<file path="src/rtl/move_validator_if.sv">
// Purpose : request/response bundle between the game controller and move_validator.
// Latency : n/a (wiring only); every response field is a registered output of the validator.
// Backpr. : none; requests are single-cycle pulses and are evaluated on the edge that samples them.
// Ports   : new_game, PL_en, PC_en (controller -> validator);
//           board, turn, move_ack, illegal_move, illegal_code, move_count,
//           board_full, forfeit, forfeit_side (validator -> controller).
interface move_validator_if #(
   parameter int N_CELLS = 9
);
   localparam int CW = $clog2(N_CELLS + 1);

   logic                   new_game;
   logic [N_CELLS-1:0]     PL_en;
   logic [N_CELLS-1:0]     PC_en;
   logic [2*N_CELLS-1:0]   board;
   logic                   turn;
   logic                   move_ack;
   logic                   illegal_move;
   logic [1:0]             illegal_code;
   logic [CW-1:0]          move_count;
   logic                   board_full;
   logic                   forfeit;
   logic                   forfeit_side;

   // Game controller side: issues requests, observes board and status.
   modport master (
      output new_game, PL_en, PC_en,
      input  board, turn, move_ack, illegal_move, illegal_code,
             move_count, board_full, forfeit, forfeit_side
   );

   // Validator side.
   modport slave (
      input  new_game, PL_en, PC_en,
      output board, turn, move_ack, illegal_move, illegal_code,
             move_count, board_full, forfeit, forfeit_side
   );
endinterface

</file>
<file path="src/rtl/move_validator.sv">
// Purpose : board store + move arbiter; classifies one-hot move requests, commits legal ones,
//           tracks turn, move count, board-full and consecutive-illegal forfeit.
// Latency : 1 cycle from request edge to board/turn/count/ack/illegal update.
// Backpr. : none; one request per cycle, held requests are re-evaluated every cycle.
// Ports   : clk, reset (sync, active-high), bus (move_validator_if.slave) carrying
//           new_game/PL_en/PC_en in and board/turn/pulses/status out.
module move_validator #(
   parameter int N_CELLS      = 9,
   parameter int STRIKE_LIMIT = 3
) (
   input  logic            clk,
   input  logic            reset,
   move_validator_if.slave bus
);

   localparam int CW = $clog2(N_CELLS + 1);

   localparam logic [1:0] CODE_NONE     = 2'd0;
   localparam logic [1:0] CODE_OCCUPIED = 2'd1;
   localparam logic [1:0] CODE_MALFORM  = 2'd2;
   localparam logic [1:0] CODE_WRONG    = 2'd3;

   typedef enum logic [1:0] {
      S_PLAY    = 2'd0,
      S_FULL    = 2'd1,
      S_FORFEIT = 2'd2
   } state_t;

   // ------------------------------------------------------------------
   // Registered state
   // ------------------------------------------------------------------
   state_t                 state_q;
   logic [2*N_CELLS-1:0]   board_q;
   logic                   turn_q;
   logic                   ack_q;
   logic                   ill_q;
   logic [1:0]             code_q;
   logic [CW-1:0]          count_q;
   logic [3:0]             strike_q;
   logic                   fside_q;

   // ------------------------------------------------------------------
   // Request classification (next-state candidates)
   // ------------------------------------------------------------------
   logic                   pl_act;
   logic                   pc_act;
   logic                   req;
   logic [N_CELLS-1:0]     sel;
   logic [N_CELLS-1:0]     occ;
   logic                   malformed;
   logic                   wrong_turn;
   logic                   occupied;
   logic [1:0]             code_d;
   logic [2*N_CELLS-1:0]   board_d;
   logic [CW-1:0]          count_d;
   logic [3:0]             strike_d;

   always_comb begin
      pl_act = |bus.PL_en;
      pc_act = |bus.PC_en;
      req    = pl_act | pc_act;

      // When both buses are active the request is malformed regardless of
      // which one is selected here, so picking PL_en first is harmless.
      sel = pl_act ? bus.PL_en : bus.PC_en;

      for (int i = 0; i < N_CELLS; i++) begin
         occ[i] = |board_q[2*i +: 2];
      end

      // x & (x-1) clears the lowest set bit; nonzero result means >1 bit set.
      malformed  = (pl_act && pc_act) ||
                   (req && ((sel & (sel - N_CELLS'(1))) != '0));
      // Player owns turn 0, computer owns turn 1.
      wrong_turn = pl_act ? turn_q : ~turn_q;
      occupied   = |(sel & occ);

      code_d = CODE_NONE;
      if (malformed) begin
         code_d = CODE_MALFORM;
      end else if (wrong_turn) begin
         code_d = CODE_WRONG;
      end else if (occupied) begin
         code_d = CODE_OCCUPIED;
      end

      board_d = board_q;
      for (int i = 0; i < N_CELLS; i++) begin
         if (sel[i]) begin
            board_d[2*i +: 2] = pl_act ? 2'b01 : 2'b10;
         end
      end

      count_d  = count_q + CW'(1);
      strike_d = strike_q + 4'd1;
   end

   // ------------------------------------------------------------------
   // Game FSM and registered outputs
   // ------------------------------------------------------------------
   always_ff @(posedge clk) begin
      if (reset || bus.new_game) begin
         // new_game outranks any same-cycle request; the request is dropped.
         state_q  <= S_PLAY;
         board_q  <= '0;
         turn_q   <= 1'b0;
         ack_q    <= 1'b0;
         ill_q    <= 1'b0;
         code_q   <= CODE_NONE;
         count_q  <= '0;
         strike_q <= 4'd0;
         fside_q  <= 1'b0;
      end else begin
         ack_q  <= 1'b0;
         ill_q  <= 1'b0;
         code_q <= CODE_NONE;

         case (state_q)
            S_PLAY: begin
               if (req) begin
                  if (code_d == CODE_NONE) begin
                     board_q  <= board_d;
                     count_q  <= count_d;
                     turn_q   <= ~turn_q;
                     strike_q <= 4'd0;
                     ack_q    <= 1'b1;
                     if (count_d == CW'(N_CELLS)) begin
                        state_q <= S_FULL;
                     end
                  end else begin
                     ill_q  <= 1'b1;
                     code_q <= code_d;
                     // Wrong-turn attempts are reported but do not count as
                     // strikes, and they leave the strike count untouched.
                     if (code_d != CODE_WRONG) begin
                        strike_q <= strike_d;
                        if (strike_d >= 4'(STRIKE_LIMIT)) begin
                           state_q <= S_FORFEIT;
                           fside_q <= turn_q;
                        end
                     end
                  end
               end
            end
            // FULL and FORFEIT are terminal until reset/new_game; requests are ignored.
            S_FULL, S_FORFEIT: begin
               state_q <= state_q;
            end
            default: begin
               state_q <= S_PLAY;
            end
         endcase
      end
   end

   assign bus.board        = board_q;
   assign bus.turn         = turn_q;
   assign bus.move_ack     = ack_q;
   assign bus.illegal_move = ill_q;
   assign bus.illegal_code = code_q;
   assign bus.move_count   = count_q;
   assign bus.board_full   = (state_q == S_FULL);
   assign bus.forfeit      = (state_q == S_FORFEIT);
   assign bus.forfeit_side = fside_q;

endmodule

</file>
<file path="src/flat_wrapper.sv">
// flat-port wrapper written by rule: the top's interface ports become plain ports
module move_validator_flat 
#(
   parameter int N_CELLS      = 9,
   parameter int STRIKE_LIMIT = 3
)
  (clk, reset, bus_new_game, bus_PL_en, bus_PC_en, bus_board, bus_turn, bus_move_ack, bus_illegal_move, bus_illegal_code, bus_move_count, bus_board_full, bus_forfeit, bus_forfeit_side);
  move_validator_if #(.N_CELLS(N_CELLS)) bus_i ();
  input  logic clk;
  input  logic reset;
  input wire logic [$bits(bus_i.new_game)-1:0] bus_new_game;
  input wire logic [$bits(bus_i.PL_en)-1:0] bus_PL_en;
  input wire logic [$bits(bus_i.PC_en)-1:0] bus_PC_en;
  output wire logic [$bits(bus_i.board)-1:0] bus_board;
  output wire logic [$bits(bus_i.turn)-1:0] bus_turn;
  output wire logic [$bits(bus_i.move_ack)-1:0] bus_move_ack;
  output wire logic [$bits(bus_i.illegal_move)-1:0] bus_illegal_move;
  output wire logic [$bits(bus_i.illegal_code)-1:0] bus_illegal_code;
  output wire logic [$bits(bus_i.move_count)-1:0] bus_move_count;
  output wire logic [$bits(bus_i.board_full)-1:0] bus_board_full;
  output wire logic [$bits(bus_i.forfeit)-1:0] bus_forfeit;
  output wire logic [$bits(bus_i.forfeit_side)-1:0] bus_forfeit_side;
  assign bus_i.new_game = bus_new_game;
  assign bus_i.PL_en = bus_PL_en;
  assign bus_i.PC_en = bus_PC_en;
  assign bus_board = bus_i.board;
  assign bus_turn = bus_i.turn;
  assign bus_move_ack = bus_i.move_ack;
  assign bus_illegal_move = bus_i.illegal_move;
  assign bus_illegal_code = bus_i.illegal_code;
  assign bus_move_count = bus_i.move_count;
  assign bus_board_full = bus_i.board_full;
  assign bus_forfeit = bus_i.forfeit;
  assign bus_forfeit_side = bus_i.forfeit_side;
  move_validator #(.N_CELLS(N_CELLS), .STRIKE_LIMIT(STRIKE_LIMIT)) u_core (.clk(clk), .reset(reset), .bus(bus_i));
endmodule
</file>
<file path="config.mk">
export PLATFORM = sky130hd
export DESIGN_NAME = move_validator_flat
export DESIGN_NICKNAME = d
export VERILOG_FILES = /design/src/rtl/move_validator_if.sv /design/src/rtl/move_validator.sv /design/src/flat_wrapper.sv
export SDC_FILE = /design/constraint.sdc
export NUM_CORES = 1
export LEC_CHECK = 0
export ABC_AREA = 0
export BUFFER_PORTS_ARGS = -buffer_cell sky130_fd_sc_hd__buf_4
export CORE_MARGIN = 8
export CORE_UTILIZATION = 55
export CTS_CLUSTER_DIAMETER = 100
export DETAILED_ROUTE_END_ITERATION = 8
export PLACE_DENSITY = 0.83
export SKIP_LAST_GASP = 1
export SYNTH_ARGS = -nofsm -noshare
export SYNTH_HDL_FRONTEND = slang
export SYNTH_SLANG_ARGS = --single-unit
</file>
<file path="constraint.sdc">
create_clock -name clk -period 3.9 [get_ports clk]
set_clock_uncertainty 0.05 [all_clocks]
set_input_delay 0 -clock clk [delete_from_list [all_inputs] [get_ports clk]]
set_output_delay 0 -clock clk [all_outputs]
set_load 0.005 [all_outputs]
</file>
==> impl_results.md <==
* Status: complete, no violations
* CTS Root Cell: clkbuf_4
* Max-slew headroom at 0.565
* Critical Path RT at 4.12 ns
* Hold Startpoint: bus_PC_en[6]
* Routability congestion estimate from global placement at 0.923
* Pin count of the biggest net entering global routing at 25
* Worst slew pin tran at 0.650 ns
* Maxcap violations at 0
* Die area at 5720 sq um
* Synth Register Bits at 34
* CTS Buffer Depth at 2
* Crit Path Max Fanout at 19
* Antenna violations before repair at 0
* Share of Yosys cell area claimed by the top area cell type at 0.348
* Via count of the first global-routing pass at 1,999
* Max frequency at 334 MHz
* Number of I/O port buffers at 50
* DRT Pass-1 Iters at 5
* Total grt overflow at 0
* Detailed Place HPWL at 4100 microns
* Final setup violating endpoints at 0
* Reg2Reg Setup Slack at 1.36 ns
* RSZ-0062 raised after global routing: no
* Prevailing post-synth register cell: dfxtp_1
* CP Data Arrival Time at 3.21 ns
* H-tree lvl count at 2
* DRC at 0
* Hold Crit Depth at 5
* Share of flip-flops with an asynchronous set or reset at 0
* Crit Path Class: primary input to register
* Starting Density at 0.577
* First-pass GRT wire length at 9460 microns
* # rows at 21
* Post-Syn Instances at 246
* Most frequent cells in the layout: buf_4, nor2_1, dfxtp_1
* Crit share post-route at 0.767
* ANT cells at 0
* Lkg Pwr at 0.00104 uW
* TNS Setup at 0 ns
* Area grow syn2layout at 34.4%
* Routed Wire Length at 5800 microns
* Start of the worst register-to-register path: u_core.bus.board[11]$_SDFFE_PP0P_
* Cell taking the most area after synthesis: dfxtp_1
* CTS tree: built
* DR vias/cell at 6.04
* Pwr dens at 269 nW/um^2
* Detailed Route Iter0 Violations at 314
* Setup crit end kind: register
* Reg2Reg Depth at 8
* Yosys warns at 0
* Worst r2r dst: u_core.bus.move_count[2]$_SDFFE_PP0P_
* Post-cts repair resize count at 0
* WL/cell at 16.1 microns
* Final hold vios at 0
* Routed Antenna Nets at 0
* Mean Syn Cell Area at 7.95 sq um
* Register area share after synthesis at 0.348
* Routed vias at 2,181
* Total track usage at 0.217
* Layout cells sized above 1 at 0.219
* Placement Cell Area at 2360 sq um
* Design Area, Final at 2630 sq um
* Fin nets at 343
* Most common cell after layout, fill and taps aside: buf_4
* Die width at 75.6 microns
* Worst vdd ir at 0.228 mV
* Die Y-Extent at 75.6 microns
* Post-synth EDFFs at 0
* Worst-path clk slew at 0.10 ns
* Fin crit period at 2.99 ns
* Crit path launch type: primary input
* Worst Hold End: u_core.bus.board[13]$_SDFFE_PP0P_
* CORE AREA at 3390 sq um
* Total I/O pin count at 51
* Yosys cell types at 52
* Total CTS buffers at 5
* Clock latency on the worst-skew pair at 0.36 ns
* Ranking of synthesized cells by area: dfxtp_1, nor2_1, o21ai_0
* Max-slew violations at 0
* Clock Sinks at 34
* Netlist Area Pre-Place at 1960 sq um
* Syn Nets at 274
* Worst Hold Class: primary input to register
[critical path, stage by stage]
cell           delay [ns]
dlygate4sd3_1        0.54
buf_4                0.17
nor4_4               0.49
nand3_1              0.29
nor4_1               0.34
o221ai_1             0.27
nor4_4               0.48
buf_4                0.32
a21oi_1              0.10
a31o_2               0.21
[how the worst max path moves through the flow]
stage / to / slack (ns) / from / cells past startpoint
after floorplan: u_core.state_q[1]$_SDFFE_PP0P_ / 1.50 / bus_PL_en[2] / 8
after global placement: u_core.bus.move_count[2]$_SDFFE_PP0P_ / 1.20 / bus_PL_en[0] / 9
after detailed placement: u_core.bus.move_count[2]$_SDFFE_PP0P_ / 1.15 / bus_PL_en[0] / 9
after CTS: u_core.bus.move_count[2]$_SDFFE_PP0P_ / 0.95 / bus_PL_en[0] / 10
after global routing: u_core.bus.move_count[2]$_SDFFE_PP0P_ / 0.72 / bus_PL_en[1] / 10
final: u_core.bus.move_count[2]$_SDFFE_PP0P_ / 0.91 / bus_PL_en[0] / 10
[report_power, final]
group,total [uW],switching [uW],internal [uW],leakage [uW]
sequential,351,1.64,349,0.000275
clock,268,119,149,0.0000443
combinational,87.5,45.9,41.6,0.000724
total,707,167,540,0.00104
[metal layers]
metal,up-vias,global-route usage,routed length [microns]
li1,1051,-,-
met1,996,0.266,2370
met2,109,0.338,2670
met3,25,0.0605,532
met4,0,0.113,232
met5,-,0,0
[area by class of cell]
type	count	area [sq um]
multi-input cells	193	1190
fillers	234	761
flip-flops and latches	34	681
repair buffers	71	581
well taps	46	57.6
clock buffers	6	51.3
inverters	10	37.5
clock inverters	1	30.0
[state kept, by name (all words and copies together), names as in the netlist]
| register | cells |
|---|---|
| u_core.bus.forfeit_side | 1 |
| u_core.bus.illegal_move | 1 |
| u_core.state_q | 2 |
| u_core.bus.turn | 1 |
| u_core.bus.move_count | 4 |
| u_core.strike_q | 4 |
| u_core.bus.board | 18 |
| u_core.bus.move_ack | 1 |
| u_core.bus.illegal_code | 2 |
[Yosys cell counts (4+ instances only)]
library cell  instances
a31oi_1               7
nor2_1               43
nand2_1              13
dfxtp_1              34
nand3_1               7
clkbuf_1              5
o21ai_0              21
ha_1                  7
nand4_1               5
xnor2_1               4
a21oi_1              20
a32o_1                4
inv_1                10
nor3_1                7
[cells by family after synthesis]
kind of cell / Yosys count / share of synthesized area
buffers and inverters: 19 / 0.0429
XOR/XNOR: 4 / 0.0179
multiplexers: 3 / 0.0154
adder cells (fa/ha/maj): 7 / 0.0448
AO/OA/AOI/OAI: 78 / 0.258
AND/OR/NAND/NOR: 101 / 0.273
flip-flops: 34 / 0.348
[timing repair]
action,in CTS,in global routing
setup buffers,0,0
hold buffers,19,0
hold endpoints to repair,19,0
[metrics by stage]
step,instances,power (uW),utilization,setup WS [ns],hold WS (ns)
after floorplan,246,392,-,1.50,0.0907
after global placement,335,429,0.695,1.20,0.234
after detailed placement,335,429,0.695,1.15,0.225
after CTS,361,707,0.776,0.954,0.0115
after global routing,361,734,0.776,0.719,0.0241
final,361,707,0.776,0.909,0.0208
No activity file was read; power rests on OpenSTA's default activity.
